===== src/rtl/sample_sequencer_if.sv =====
// rtl/sample_sequencer_if.sv - triangle-in / sample-out signal bundle for the sample sequencer
interface sample_sequencer_if #(
  parameter int SIGFIG = 24,
  parameter int VERTS  = 3,
  parameter int AXIS   = 3,
  parameter int COLORS = 3
);
  logic signed [SIGFIG-1:0] tri_R13S    [VERTS][AXIS];
  logic        [SIGFIG-1:0] color_R13U  [COLORS];
  logic signed [SIGFIG-1:0] box_R13S    [2][2];
  logic                     validTri_R13H;
  logic        [3:0]        subSample_RnnnnU;
  logic                     stall_R14H;
  logic                     halt_RnnnnH;
  logic signed [SIGFIG-1:0] tri_R14S    [VERTS][AXIS];
  logic        [SIGFIG-1:0] color_R14U  [COLORS];
  logic signed [SIGFIG-1:0] sample_R14S [2];
  logic                     validSamp_R14H;

  modport master (
    output tri_R13S, color_R13U, box_R13S, validTri_R13H, subSample_RnnnnU, stall_R14H,
    input  halt_RnnnnH, tri_R14S, color_R14U, sample_R14S, validSamp_R14H
  );

  modport slave (
    input  tri_R13S, color_R13U, box_R13S, validTri_R13H, subSample_RnnnnU, stall_R14H,
    output halt_RnnnnH, tri_R14S, color_R14U, sample_R14S, validSamp_R14H
  );
endinterface


===== src/rtl/sample_sequencer.sv =====
// rtl/sample_sequencer.sv - walks a triangle's bounding box in raster order, one sample per unstalled cycle
module sample_sequencer #(
  parameter int SIGFIG = 24,
  parameter int RADIX  = 10,
  parameter int VERTS  = 3,
  parameter int AXIS   = 3,
  parameter int COLORS = 3
) (
  input logic                clk,
  input logic                rst,
  sample_sequencer_if.slave  bus
);
  typedef enum logic {WAIT, TEST} state_t;

  localparam logic [SIGFIG-1:0] ONE = SIGFIG'(1) << RADIX;

  state_t                   state_q;
  logic                     valid_q;
  logic signed [SIGFIG-1:0] tri_q    [VERTS][AXIS];
  logic        [SIGFIG-1:0] color_q  [COLORS];
  logic signed [SIGFIG-1:0] sample_q [2];
  logic signed [SIGFIG-1:0] ll_x_q;
  logic signed [SIGFIG-1:0] ur_x_q;
  logic signed [SIGFIG-1:0] ur_y_q;
  logic        [SIGFIG-1:0] step_q;

  logic        [SIGFIG-1:0] step_d;
  logic                     degenerate;
  logic signed [SIGFIG:0]   x_adv_d;
  logic signed [SIGFIG:0]   y_adv_d;
  logic signed [SIGFIG:0]   ur_x_ext;
  logic signed [SIGFIG:0]   ur_y_ext;

  always_comb begin
    step_d = ONE;
    case (bus.subSample_RnnnnU)
      4'b1000: step_d = ONE;
      4'b0100: step_d = ONE >> 1;
      4'b0010: step_d = ONE >> 2;
      4'b0001: step_d = ONE >> 3;
      default: step_d = ONE;
    endcase
  end

  assign degenerate = (bus.box_R13S[1][0] < bus.box_R13S[0][0]) ||
                      (bus.box_R13S[1][1] < bus.box_R13S[0][1]);

  // One extra bit so stepping past the top of the coordinate range never wraps back inside the box.
  assign x_adv_d  = {sample_q[0][SIGFIG-1], sample_q[0]} + {1'b0, step_q};
  assign y_adv_d  = {sample_q[1][SIGFIG-1], sample_q[1]} + {1'b0, step_q};
  assign ur_x_ext = {ur_x_q[SIGFIG-1], ur_x_q};
  assign ur_y_ext = {ur_y_q[SIGFIG-1], ur_y_q};

  always_ff @(posedge clk or posedge rst) begin
    if (rst) begin
      state_q  <= WAIT;
      valid_q  <= 1'b0;
      tri_q    <= '{default: '0};
      color_q  <= '{default: '0};
      sample_q <= '{default: '0};
      ll_x_q   <= '0;
      ur_x_q   <= '0;
      ur_y_q   <= '0;
      step_q   <= '0;
    end else begin
      case (state_q)
        WAIT: begin
          if (bus.validTri_R13H && !degenerate) begin
            state_q     <= TEST;
            valid_q     <= 1'b1;
            tri_q       <= bus.tri_R13S;
            color_q     <= bus.color_R13U;
            sample_q[0] <= bus.box_R13S[0][0];
            sample_q[1] <= bus.box_R13S[0][1];
            ll_x_q      <= bus.box_R13S[0][0];
            ur_x_q      <= bus.box_R13S[1][0];
            ur_y_q      <= bus.box_R13S[1][1];
            step_q      <= step_d;
          end
        end
        TEST: begin
          if (!bus.stall_R14H) begin
            if (x_adv_d <= ur_x_ext) begin
              sample_q[0] <= x_adv_d[SIGFIG-1:0];
            end else if (y_adv_d <= ur_y_ext) begin
              sample_q[0] <= ll_x_q;
              sample_q[1] <= y_adv_d[SIGFIG-1:0];
            end else begin
              state_q <= WAIT;
              valid_q <= 1'b0;
            end
          end
        end
        default: begin
          state_q <= WAIT;
          valid_q <= 1'b0;
        end
      endcase
    end
  end

  assign bus.halt_RnnnnH    = (state_q == TEST);
  assign bus.validSamp_R14H = valid_q;
  assign bus.tri_R14S       = tri_q;
  assign bus.color_R14U     = color_q;
  assign bus.sample_R14S    = sample_q;
endmodule


===== src/flat_wrapper.sv =====
// flat-port wrapper written by rule: the top's interface ports become plain ports
module sample_sequencer_flat 
#(
  parameter int SIGFIG = 24,
  parameter int RADIX  = 10,
  parameter int VERTS  = 3,
  parameter int AXIS   = 3,
  parameter int COLORS = 3
)
  (clk, rst, bus_tri_R13S, bus_color_R13U, bus_box_R13S, bus_validTri_R13H, bus_subSample_RnnnnU, bus_stall_R14H, bus_halt_RnnnnH, bus_tri_R14S, bus_color_R14U, bus_sample_R14S, bus_validSamp_R14H);
  sample_sequencer_if #(.SIGFIG(SIGFIG), .VERTS(VERTS), .AXIS(AXIS), .COLORS(COLORS)) bus_i ();
  input logic clk;
  input logic rst;
  input wire logic [$bits(bus_i.tri_R13S)-1:0] bus_tri_R13S;
  input wire logic [$bits(bus_i.color_R13U)-1:0] bus_color_R13U;
  input wire logic [$bits(bus_i.box_R13S)-1:0] bus_box_R13S;
  input wire logic [$bits(bus_i.validTri_R13H)-1:0] bus_validTri_R13H;
  input wire logic [$bits(bus_i.subSample_RnnnnU)-1:0] bus_subSample_RnnnnU;
  input wire logic [$bits(bus_i.stall_R14H)-1:0] bus_stall_R14H;
  output wire logic [$bits(bus_i.halt_RnnnnH)-1:0] bus_halt_RnnnnH;
  output wire logic [$bits(bus_i.tri_R14S)-1:0] bus_tri_R14S;
  output wire logic [$bits(bus_i.color_R14U)-1:0] bus_color_R14U;
  output wire logic [$bits(bus_i.sample_R14S)-1:0] bus_sample_R14S;
  output wire logic [$bits(bus_i.validSamp_R14H)-1:0] bus_validSamp_R14H;
  assign bus_i.tri_R13S = {>>{bus_tri_R13S}};
  assign bus_i.color_R13U = {>>{bus_color_R13U}};
  assign bus_i.box_R13S = {>>{bus_box_R13S}};
  assign bus_i.validTri_R13H = bus_validTri_R13H;
  assign bus_i.subSample_RnnnnU = bus_subSample_RnnnnU;
  assign bus_i.stall_R14H = bus_stall_R14H;
  assign bus_halt_RnnnnH = bus_i.halt_RnnnnH;
  assign bus_tri_R14S = {>>{bus_i.tri_R14S}};
  assign bus_color_R14U = {>>{bus_i.color_R14U}};
  assign bus_sample_R14S = {>>{bus_i.sample_R14S}};
  assign bus_validSamp_R14H = bus_i.validSamp_R14H;
  sample_sequencer #(.SIGFIG(SIGFIG), .RADIX(RADIX), .VERTS(VERTS), .AXIS(AXIS), .COLORS(COLORS)) u_core (.clk(clk), .rst(rst), .bus(bus_i));
endmodule

===== config.mk =====
export PLATFORM = sky130hd
export DESIGN_NAME = sample_sequencer_flat
export DESIGN_NICKNAME = d
export VERILOG_FILES = /design/src/rtl/sample_sequencer_if.sv /design/src/rtl/sample_sequencer.sv /design/src/flat_wrapper.sv
export SDC_FILE = /design/constraint.sdc
export NUM_CORES = 1
export LEC_CHECK = 0
export ABC_AREA = 1
export CAP_MARGIN = 5
export CORE_AREA = 2 2 285 287
export DETAILED_ROUTE_END_ITERATION = 7
export DIE_AREA = 0 0 287 289
export PLACE_DENSITY_LB_ADDON = 0.1
export SYNTH_ARGS = -nofsm -noshare
export SYNTH_HDL_FRONTEND = slang
export SYNTH_SLANG_ARGS = --single-unit

===== constraint.sdc =====
create_clock -name clk -period 13.5 [get_ports clk]
set_input_delay 1.35 -clock clk [delete_from_list [all_inputs] [get_ports clk]]
set_output_delay 1.35 -clock clk [all_outputs]
set_load 0.01 [all_outputs]

Word level (Yosys, flattened, before mapping)
Index checks and enable logic that the tools add are counted.
W data, S select, Z words.

operators by class
  muxes and demuxes = 17
  equality and inequality tests = 9
  bitwise logic cells = 1
  $add $sub $neg = 2
  reduce and logical (&&, ||, !) cells = 7
  order comparisons = 4

operators by type and width
  operator              number
  $mux W48              3
  $pmux W48 S2          1
  $add A25 B24 Y25      2
  $le A25 B24 Y1        2
  $lt A24 B24 Y1        2
  $mux W24              2
  $pmux W11 S3          1
  $mux W1               8
  $ne A2 B2 Y1 const B  4
  $reduce_and A4 Y1     2
  $eq A4 B1 Y1 const B  1
  $eq A4 B2 Y1 const B  1
  $eq A4 B3 Y1 const B  1
  $pmux W1 S2           2
  $ne A3 B3 Y1 const B  1
  $reduce_and A3 Y1     1
  $ne A2 B1 Y1 const B  1
  $reduce_and A2 Y1     1
  $logic_and A1 B1 Y1   1
  $logic_not A1 Y1      1
  $logic_or A1 B1 Y1    1
  $not A1 Y1            1

word-level totals
  register bits after elaboration = 434

Depth between registers and ports, before layout
Gate-level depths: netlist of the first run.

  depth in word-level cells = 6
  mapped depth = 27
  mapped depth without buffers = 26

Worst setup path before layout of the first run
No wires, ideal clock.

  kind = reg-to-reg
  from = register u_core.sample_q, in the netlist u_core.bus.sample_R14S[31]
  to = register u_core.sample_q, in the netlist u_core.bus.sample_R14S[39]
  cell stages (with the launch flop) = 23
  required time = 13.382 ns
  library setup time = 0.118 ns
  arrival time = 3.423 ns
  clock period less this slack = 3.540 ns
  path buffers = 1
  path slack = 9.960 ns
  cell sequence = dfrtp_1 -> ha_1 -> inv_1 -> fa_1 -> o21ai_0 -> nand2_1 -> nor2_1 -> nand3_1 -> xor2_1 -> inv_1 -> ha_1 -> nand2_1 -> nor2_1 -> nand2_1 -> nor2_1 -> nand2_1 -> nand4_2 -> nand2_4 -> o21ai_4 -> nand2_8 -> buf_4 -> nand3_1 -> nand2_1

between the ends
  longest elaborated chain between the ends = 5
  elaborated cells between the ends (all ways) = 7
  classes of those cells = add/sub (1); order compare (1); eq/ne (1); mux (3); reduce/logical (1)

ends and longest elaborated chain
  what                line                    text
  start, declared     sample_sequencer.sv:21  logic signed [SIGFIG-1:0] sample_q [2];
  $add A25 B24 Y25 *  sample_sequencer.sv:49  assign x_adv_d = {sample_q[0][SIGFIG-1], sample_q[0]} + {1'b0, step_q};
  $le A25 B24 Y1      sample_sequencer.sv:83  if (x_adv_d <= ur_x_ext) begin
  $mux W24            sample_sequencer.sv:83
  $mux W48            sample_sequencer.sv:82  if (!bus.stall_R14H) begin
  $pmux W48 S2        sample_sequencer.sv:66  case (state_q)

Mark *: on every way between the ends. The rest lies on a longest branch, timed or not. The select of a mux whose other input is x is not followed.
A chain may end at the register's enable or synchronous reset.

Final worst setup path of the first run
  from = input bus_box_R13S[87]
  to = register u_core.tri_q, in the netlist u_core.bus.tri_R14S[102]

between the ends
  longest elaborated chain between the ends = 5

ends and longest elaborated chain
  what                                line                    text
  start, declared                     flat_wrapper.sv:16      input wire logic [$bits(bus_i.box_R13S)-1:0] bus_box_R13S;
  $lt A24 B24 Y1                      sample_sequencer.sv:45  assign degenerate = (bus.box_R13S[1][0] < bus.box_R13S[0][0]) ||
  $logic_or A1 B1 Y1                  sample_sequencer.sv:45
  $logic_not A1 Y1                    sample_sequencer.sv:68  if (bus.validTri_R13H && !degenerate) begin
  $logic_and A1 B1 Y1                 sample_sequencer.sv:68
  $reduce_and A2 Y1 (no source line)  n/a
  end signal, assigned                sample_sequencer.sv:71  tri_q <= bus.tri_R13S;
  end, declared                       sample_sequencer.sv:19  logic signed [SIGFIG-1:0] tri_q [VERTS][AXIS];

No other way between the ends.

==> flow_metrics.env, run 1 <==
export IMPL_clk_latency_ns=0.61
export IMPL_p_int_mw=4.25
export IMPL_grt_max_degree=160
export IMPL_synth_simple_area_share=0.295
export IMPL_grt_overflow=0
export IMPL_antenna_left=0
export IMPL_synthMuxAreaShare=0
export IMPL_vias_per_cell=4.30
export IMPL_synth_xor_xnor_area_share=0.00433
export IMPL_clkTransAtPathRegs_ns=0.06
export IMPL_initial_core_util=0.253
export IMPL_synth_seq_cells=414
export IMPL_hold_class="flip-flop to flip-flop"
export IMPL_finalMaxSlewViolations=0
export IMPL_busiest_layer="met2"
export IMPL_rsz0062_at_grt="no"
export IMPL_dieArea_um2=82900
export IMPL_layout_common_cells="1,308 x nand2_1, 729 x clkdlybuf4s50_1, 413 x dfrtp_1"
export IMPL_antenna_found_initial=10
export IMPL_synthArstFlopShare=1.00
export IMPL_fmax_mhz=171
export IMPL_start_kind="primary input"
export IMPL_grt_pass1_wl_um=122000
export IMPL_synth_top_family_by_area="simple AND/OR/NAND/NOR gates"
export IMPL_final_common_cell="nand2_1"
export IMPL_grt_util_met1=0.238
export IMPL_global_route_usage_met2=0.335
export IMPL_routed_wl_um=83800
export IMPL_crit_chain="clkdlybuf4s50_1, inv_1, ha_1, nand2_1, nor2_1, nand4_1, nor2_1, nand2_1, nand2_1, nand2_1, nand2_1, nand2_8, inv_8, buf_4, buf_4, nand2_1, nand2_1"
export IMPL_drive_gt1_frac=0.0382
export IMPL_port_buffers=729
export IMPL_swShare=0.400
export IMPL_whs_ns=0.475
export IMPL_clkPwrFrac=0.204
export IMPL_grt_pass1_vias=18900
export IMPL_synth_yosys_seq_area_share=0.512
export IMPL_cts_root_buffer="clkbuf_16"
export IMPL_seq_power_share=0.315
export IMPL_synthAdderAreaFrac=0.0662
export IMPL_hold_viol=0
export IMPL_die_h_um=289
export IMPL_nNetsFinal=3730
export IMPL_critPathArrivalTime_ns=6.39
export IMPL_slowest_delay_ns=0.91
export IMPL_maxCapViolations=0
export IMPL_combPwrFrac=0.481
export IMPL_syn_area_um2=20200
export IMPL_cts_sinks=414
export IMPL_worstMarginPinSlew_ns=1.13
export IMPL_post_route_drc_count=0
export IMPL_cts_buffers=53
export IMPL_gp_congestion=0.863
export IMPL_synth_cells=2541
export IMPL_fin_setup_tns_ns=0
export IMPL_cts_tree="done"
export IMPL_cts_htree_levels=2
export IMPL_num_vias=18700
export IMPL_dpl_hpwl_um=62800
export IMPL_rows=104
export IMPL_cts_path_max_buffers=3
export IMPL_met3_usage=0.0494
export IMPL_die_width_um=287
export IMPL_fin_crit_sh=0.434
export IMPL_outcome="finished clean"
export IMPL_relSlewSlack=0.247
export IMPL_pin_count=730
export IMPL_wl_per_cell_um=19.3
export IMPL_syn_nets=3039
export IMPL_cts_hold_fix_buffers=0
export IMPL_crit_type="primary input to flip-flop"
export IMPL_ys_flop_type="dfrtp_1"
export IMPL_drt_first_pass_iters=5
export IMPL_cp_common_cell="nand2_1"
export IMPL_power_leakage_nw=14.9
export IMPL_crit_required_ns=14.03
export IMPL_ys_types=41
export IMPL_slowest_stage="inv_8"
export IMPL_syn_area_per_cell_um2=7.97
export IMPL_finalClockSkew_ns=0.0347
export IMPL_ctsResizeCount=0
export IMPL_grt_usage=0.195
export IMPL_synth_edf_count=0
export IMPL_fin_crit_ns=5.86
export IMPL_ys_warnings_count=0
export IMPL_setup_violations=0
export IMPL_drt_iter0_drc=1143
export IMPL_p_switching_mw=2.83
export IMPL_crit_path_max_fanout=159
export IMPL_syn2layout_area_growth_pct=48.4
export IMPL_postCtsSetupRepairBufs=0
export IMPL_end_kind="flip-flop"
export IMPL_power_density_nw_per_um2=235
export IMPL_core_um2=79900
export IMPL_synth_compound_area_frac=0.0452
export IMPL_ir_worst_vdd_mv=0.100
registers in the layout (all words and copies together), names as in the netlist:
register / count
u_core.bus.validSamp_R14H: 1
u_core.bus.halt_RnnnnH: 1
u_core.bus.tri_R14S: 216
u_core.bus.color_R14U: 72
u_core.ur_y_q: 24
u_core.bus.sample_R14S: 48
u_core.step_q: 4
u_core.ll_x_q: 24
u_core.ur_x_q: 24
power groups by stage:
stage	registers, mW	logic (mW)	clock network [mW]
3_5_place_dp	2.24	3.45	0
3_3_place_gp	2.22	3.43	0
5_1_grt	2.31	3.78	1.54
6_report	2.23	3.40	1.44
2_1_floorplan	2.41	1.46	0
4_1_cts	2.23	3.46	1.49
path summary, 6_finish.rpt:
kind | from | endpoint | slack [ns] | cells past startpoint
max | bus_box_R13S[87] | u_core.bus.tri_R14S[102] | 7.64 | 17
min | u_core.bus.color_R14U[38] | u_core.bus.color_R14U[38] | 0.47 | 2
max reg2reg | u_core.bus.sample_R14S[31] | u_core.bus.sample_R14S[16] | 7.97 | 19
min reg2reg | u_core.bus.color_R14U[38] | u_core.bus.color_R14U[38] | 0.47 | 2
max in group asynchronous | rst | u_core.bus.tri_R14S[125] | 9.78 | 4
min in group asynchronous | rst | u_core.bus.color_R14U[61] | 1.32 | 2
Yosys cell counts (3+ instances only):
library cell  instances  share of area
buf_6                35          0.019
clkbuf_1             14         0.0026
xor2_1                8         0.0035
nand3b_1              5         0.0019
buf_2                50          0.012
nand2_1            1308           0.24
nand4_1              14         0.0043
o22ai_1               7         0.0022
a21oi_1              41          0.010
o21ai_1               4        0.00099
inv_1               218          0.040
dfrtp_1             414           0.51
nor2_1               55          0.010
o21ai_0             102          0.025
nand2_2               5         0.0015
nand3_1             103          0.025
or2_2                 5         0.0015
ha_1                104          0.064
a21o_1                3         0.0011
buf_4                 3         0.0011
o21ai_2               6         0.0026
nor3_1               11         0.0027
cells by family (layout without fill, tap and decap cells):
family | count (synthesis) | after routing
AOI/OAI and AO/OA | 170 | 170
and+or+nand+nor | 1517 | 1517
xor gates and xnor gates | 10 | 10
adders and majority gates | 106 | 106
other | 0 | 6
DFF | 414 | 414
buffers and inverters | 324 | 1058
critical path, delay by kind of cell:
| kind | cells | cell delay (ns) |
|---|---|---|
| buffers and inverters | 5 | 2.82 |
| and+or+nand+nor | 11 | 1.75 |
| adders and majority gates | 1 | 0.30 |
routing by layer:
metal  wire length [µm]  part of all wire  vias up
li1                   -                 -     9239
met1              34200              0.41     8733
met2              41200              0.49      565
met3               5820             0.069      127
met4               2530             0.030       10
met5                 52           0.00062        -
layout make-up:
cell class	count	area, µm²
Antenna cell	6	15.0
Clock buffer	89	1720
Sequential cell	414	10400
Inverter	219	837
Tap cell	1060	1330
Fill cell	8281	49800
Multi-Input combinational cell	1803	8340
Timing Repair Buffer	741	7390
Clock inverter	9	66.3
through the flow:
step                cells  instance area [µm²]  setup WS (ns)  power, mW   util
global placement     4237                28200           7.01       5.65  0.354
floorplan            2541                20200          0.629       3.87      -
finish               4341                30100           7.64       7.08  0.376
detailed placement   4237                28200           6.90       5.68  0.354
CTS                  4335                30000           7.53       7.18  0.376
global route         4340                30100           7.16       7.62  0.376
Note: power is estimated with default switching activity, not from simulation.
==> run 2: changes to the inputs <==
Settings changed: CORE_AREA 2 2 285 287 to 2 2 280 282, DIE_AREA 0 0 287 289 to 0 0 282 284.
Clock period 13.5 ns to 5.9 ns, I/O delays scaled along.
==> flow_metrics.env, run 2 (same netlist as run 1, synthesis figures left out) <==
export IMPL_clkTransAtPathRegs_ns=0.06
export IMPL_fin_ws_ns=1.14
export IMPL_grt_pass1_vias=18900
export IMPL_p_int_mw=9.76
export IMPL_die_h_um=284
export IMPL_grt_usage=0.203
export IMPL_final_common_cell="nand2_1"
export IMPL_ctsResizeCount=0
export IMPL_layout_common_cells="1,308 x nand2_1, 729 x clkdlybuf4s50_1, 413 x dfrtp_1"
export IMPL_cts_tree="done"
export IMPL_outcome="finished clean"
export IMPL_pin_count=730
export IMPL_fin_setup_tns_ns=0
export IMPL_post_route_drc_count=0
export IMPL_hold_class="flip-flop to flip-flop"
export IMPL_drive_gt1_frac=0.0376
export IMPL_finalClockSkew_ns=0.0213
export IMPL_ir_worst_vdd_mv=0.248
export IMPL_clkPwrFrac=0.202
export IMPL_gp_congestion=0.888
export IMPL_antenna_found_initial=11
export IMPL_clk_latency_ns=0.60
export IMPL_nNetsFinal=3734
export IMPL_largest_register_ffs=216
export IMPL_fillers=7960
export IMPL_vias_per_cell=4.35
export IMPL_die_width_um=282
export IMPL_core_um2=77000
export IMPL_postCtsSetupRepairBufs=0
export IMPL_combPwrFrac=0.482
export IMPL_port_buffers=729
export IMPL_antenna_left=0
export IMPL_pre_cts_ws_ns=1.18
export IMPL_routed_wl_um=83500
export IMPL_finalMaxSlewViolations=0
export IMPL_cts_htree_levels=2
export IMPL_fmax_mhz=210
export IMPL_cts_sinks=414
export IMPL_critPathArrivalTime_ns=5.23
export IMPL_endpoint="u_core.bus.sample_R14S[19]"
export IMPL_cts_path_max_buffers=3
export IMPL_p_switching_mw=6.43
export IMPL_end_kind="flip-flop"
export IMPL_seq_power_share=0.316
export IMPL_dieArea_um2=80100
export IMPL_drt_first_pass_iters=5
export IMPL_drt_iter0_drc=1279
export IMPL_hold_viol=0
export IMPL_power_density_nw_per_um2=538
export IMPL_power_leakage_nw=15.0
export IMPL_startpoint="u_core.step_q[7]"
export IMPL_start_kind="flip-flop"
export IMPL_r2r_start="u_core.step_q[7]"
export IMPL_cts_root_buffer="clkbuf_16"
export IMPL_syn2layout_area_growth_pct=48.6
export IMPL_setup_violations=0
export IMPL_maxCapViolations=0
export IMPL_crit_type="flip-flop to flip-flop"
export IMPL_reg2reg_setup_slack_ns=1.14
export IMPL_rows=102
export IMPL_relSlewSlack=0.283
export IMPL_dpl_hpwl_um=63600
export IMPL_rsz0062_at_grt="no"
export IMPL_grt_max_degree=175
export IMPL_reg2regPathDepth=21
export IMPL_fin_crit_ns=4.76
export IMPL_grt_overflow=0
export IMPL_worstMarginPinSlew_ns=1.07
export IMPL_fin_crit_sh=0.807
export IMPL_swShare=0.397
export IMPL_cts_hold_fix_buffers=0
export IMPL_crit_path_max_fanout=25
export IMPL_crit_required_ns=6.37
export IMPL_grt_pass1_wl_um=123000
export IMPL_num_vias=18800
export IMPL_cts_buffers=51
export IMPL_initial_core_util=0.263
export IMPL_reg2reg_to="u_core.bus.sample_R14S[19]"
export IMPL_wl_per_cell_um=19.3
run 2: worst min-delay path by stage:
stage	from	cells past startpoint	end	slack, ns
6_report	u_core.bus.tri_R14S[145]	2	u_core.bus.tri_R14S[145]	0.47
3_3_place_gp	u_core.bus.tri_R14S[188]	2	u_core.bus.tri_R14S[188]	0.46
2_1_floorplan	u_core.ur_x_q[0]	2	u_core.ur_x_q[0]	0.45
4_1_cts	rst	2	u_core.bus.tri_R14S[108]	0.48
5_1_grt	bus_tri_R13S[25]	3	u_core.bus.tri_R14S[25]	0.49
3_5_place_dp	u_core.bus.color_R14U[23]	2	u_core.bus.color_R14U[23]	0.46
run 2: worst max-delay path, stage by stage (launching register included):
cell and delay, ns:
dfrtp_1 0.40, ha_1 0.21, inv_1 0.06, fa_1 0.40
o21ai_0 0.60, nand2_1 0.14, nor2_1 0.16, nand3_1 0.10
xor2_1 0.17, inv_1 0.07, ha_1 0.27, nand2_1 0.08
nor2_1 0.06, a21oi_1 0.20, nand3_1 0.12, nand2_2 0.37
nand3_1 0.20, nand2_2 0.08, buf_4 0.29, nand2_2 0.38
nand2_1 0.18, nand2_1 0.06
run 2: area by class of cell:
cell class	count	area, µm²	area share
inverters	219	833	0.0277
diodes	5	12.5	0.000416
repair buffers	747	7510	0.250
clock inverters	16	220	0.00732
clock buffers	76	1510	0.0502
flip-flops and latches	414	10400	0.344
multi-input cells	1803	8340	0.277
well taps	1040	1300	0.0433
run 2: power by group through the flow:
stage	Sequential [mW]	Combinational [mW]	Clock (mW)
after global placement	5.10	7.82	0
after detailed placement	5.13	7.86	0
final	5.12	7.80	3.27
after floorplan	5.52	3.33	0
after CTS	5.12	7.89	3.38
after global routing	5.30	8.65	3.49
run 2: metrics by stage:
stage / power [mW] / hold slack [ns] / util / area (µm²) / instances
2_1_floorplan: 8.85 / 0.453 / - / 20300 / 2541
3_3_place_gp: 12.9 / 0.461 / 0.368 / 28300 / 4223
3_5_place_dp: 13.0 / 0.464 / 0.368 / 28300 / 4223
4_1_cts: 16.4 / 0.477 / 0.391 / 30100 / 4315
5_1_grt: 17.4 / 0.485 / 0.391 / 30100 / 4320
6_report: 16.2 / 0.474 / 0.391 / 30100 / 4320
run 2: layer usage:
metal | vias up | global-route usage | part of all wire
met5 | - | 0 | 0.00057
met4 | 8 | 0.0614 | 0.027
met3 | 110 | 0.0554 | 0.076
met2 | 569 | 0.347 | 0.49
met1 | 8857 | 0.247 | 0.41
li1 | 9242 | - | -
==> run 3: changes to the inputs <==
Settings changed: CORE_AREA 2 2 280 282 to 2 2 285 287, DIE_AREA 0 0 282 284 to 0 0 287 289.
Clock period 5.9 ns to 3.85 ns, I/O delays scaled along.
==> flow_metrics.env, run 3 (same netlist as run 1, synthesis figures left out) <==
export IMPL_hold_class="primary input to flip-flop"
export IMPL_crit_type="flip-flop to flip-flop"
export IMPL_fillers=8233
export IMPL_crit_required_ns=4.31
export IMPL_drive_gt1_frac=0.0632
export IMPL_critPathArrivalTime_ns=4.13
export IMPL_cts_buffers=53
export IMPL_routed_wl_um=84100
export IMPL_fin_crit_sh=0.953
export IMPL_cts_path_max_buffers=3
export IMPL_antenna_found_initial=17
export IMPL_start_kind="flip-flop"
export IMPL_cts_htree_levels=2
export IMPL_grt_max_degree=164
export IMPL_clk_latency_ns=0.60
export IMPL_antenna_left=0
export IMPL_hold_viol=0
export IMPL_dpl_hpwl_um=65100
export IMPL_combPwrFrac=0.498
export IMPL_layout_common_cells="1,298 x nand2_1, 729 x clkdlybuf4s50_1, 412 x dfrtp_1"
export IMPL_p_switching_mw=10.1
export IMPL_fin_crit_ns=3.67
export IMPL_cts_root_buffer="clkbuf_16"
export IMPL_num_vias=18900
export IMPL_relSlewSlack=0.278
export IMPL_grt_pass1_wl_um=123000
export IMPL_pin_count=730
export IMPL_fin_setup_tns_ns=0
export IMPL_pre_cts_ws_ns=0.0415
export IMPL_port_buffers=729
export IMPL_grt_overflow=0
export IMPL_nNetsFinal=3779
export IMPL_rows=104
export IMPL_power_leakage_nw=15.3
export IMPL_regArea_um2=10400
export IMPL_p_int_mw=15.6
export IMPL_crit_path_max_fanout=9
export IMPL_grt_pass1_vias=19000
export IMPL_end_kind="flip-flop"
export IMPL_syn2layout_area_growth_pct=52.6
export IMPL_worstMarginPinSlew_ns=1.08
export IMPL_core_um2=79900
export IMPL_grt_usage=0.196
export IMPL_vias_per_cell=4.31
export IMPL_outcome="finished clean"
export IMPL_placed_area_um2=28900
export IMPL_die_h_um=289
export IMPL_wl_per_cell_um=19.2
export IMPL_fmax_mhz=273
export IMPL_clkPwrFrac=0.196
export IMPL_drt_iter0_drc=1036
export IMPL_cts_sinks=414
export IMPL_maxCapViolations=0
export IMPL_seq_power_share=0.306
export IMPL_drt_first_pass_iters=5
export IMPL_cts_hold_fix_buffers=0
export IMPL_final_area_um2=30900
export IMPL_die_width_um=287
export IMPL_multi_input_comb_area_um2=8550
export IMPL_ir_worst_vdd_mv=0.420
export IMPL_dieArea_um2=82900
export IMPL_finalClockSkew_ns=0.0125
export IMPL_initial_core_util=0.253
export IMPL_largest_register_ffs=216
export IMPL_clkTransAtPathRegs_ns=0.06
export IMPL_swShare=0.394
export IMPL_final_common_cell="nand2_1"
export IMPL_gp_congestion=0.885
export IMPL_power_density_nw_per_um2=833
export IMPL_fin_ws_ns=0.181
export IMPL_cts_tree="done"
export IMPL_fin_total_pwr_mw=25.7
export IMPL_setup_violations=0
export IMPL_post_route_drc_count=0
export IMPL_finalMaxSlewViolations=0
==> run 3: changes by cell type in the layout (fill, tap and decap cells not counted), moves of 6 or more <==
cell	before	now
buf_4	12	36
buf_12	6	23
nand2_1	1308	1298
nand2_2	4	13
nor2_1	55	48
ha_1	104	98
nor2_2	0	6
==> run 3: area by class of cell <==
type                       count  share of cell area
sequential                   414               0.335
multi-input combinational   1803               0.277
timing repair buffer         790               0.261
clock buffer                  83              0.0521
tap                         1060              0.0429
inverter                     219              0.0270
clock inverter                12             0.00462
antenna                        8            0.000648
==> run 3: worst paths after layout <==
check | slack, ns | end | start | cells past startpoint
min in group asynchronous | 0.42 | u_core.bus.color_R14U[33] | rst | 2
worst min register to register | 0.48 | u_core.bus.tri_R14S[168] | u_core.bus.tri_R14S[168] | 2
worst max-delay path | 0.18 | u_core.bus.sample_R14S[31] | u_core.step_q[7] | 23
max in group asynchronous | 2.48 | u_core.bus.tri_R14S[16] | rst | 3
worst min-delay path | 0.32 | u_core.bus.tri_R14S[102] | bus_tri_R13S[102] | 3
worst max register to register | 0.18 | u_core.bus.sample_R14S[31] | u_core.step_q[7] | 23
==> run 3: worst max-delay path: stages (launching register included) <==
cell and delay [ns]:
dfrtp_1 0.43, ha_2 0.21, inv_1 0.06, fa_2 0.34, nand3b_1 0.18, nand2_2 0.10
inv_1 0.07, buf_4 0.15, nor3_4 0.22, xor2_2 0.19, ha_1 0.26, nand2_2 0.10
inv_1 0.05, nand2_1 0.08, a21oi_1 0.08, nor2_1 0.14, nand3_1 0.09, nand2_1 0.10
nand2_4 0.08, o21ai_4 0.20, nand2_8 0.10, buf_12 0.16, nand3_1 0.07, nand2_1 0.08
==> run 3: metal layers <==
metal / track usage / wire length [µm] / vias to the layer above
li1: - / - / 9334
met1: 0.239 / 33800 / 8843
met2: 0.328 / 41100 / 591
met3: 0.0585 / 6530 / 127
met4: 0.0725 / 2580 / 16
met5: 0 / 96 / -
==> run 3: stage by stage <==
step / cells / hold slack [ns] / utilization
floorplan: 2541 / 0.453 / -
global placement: 4283 / 0.462 / 0.361
detailed placement: 4283 / 0.464 / 0.361
CTS: 4378 / 0.262 / 0.383
global route: 4389 / 0.293 / 0.387
finish: 4389 / 0.322 / 0.387
==> run 3: timing repair <==
| item | 4_1_cts | 5_1_grt |
|---|---|---|
| resized for setup | 0 | 52 |
| endpoints found under the setup margin | 0 | 43 |
| setup buffers | 0 | 3 |
==> run 3: power groups by stage <==
stage | Combinational (mW) | Clock, mW | Sequential, mW
floorplan | 5.11 | 0 | 8.46
global placement | 12.6 | 0 | 7.85
detailed placement | 12.6 | 0 | 7.88
CTS | 12.7 | 5.23 | 7.86
global route | 14.2 | 5.38 | 8.16
finish | 12.8 | 5.04 | 7.87
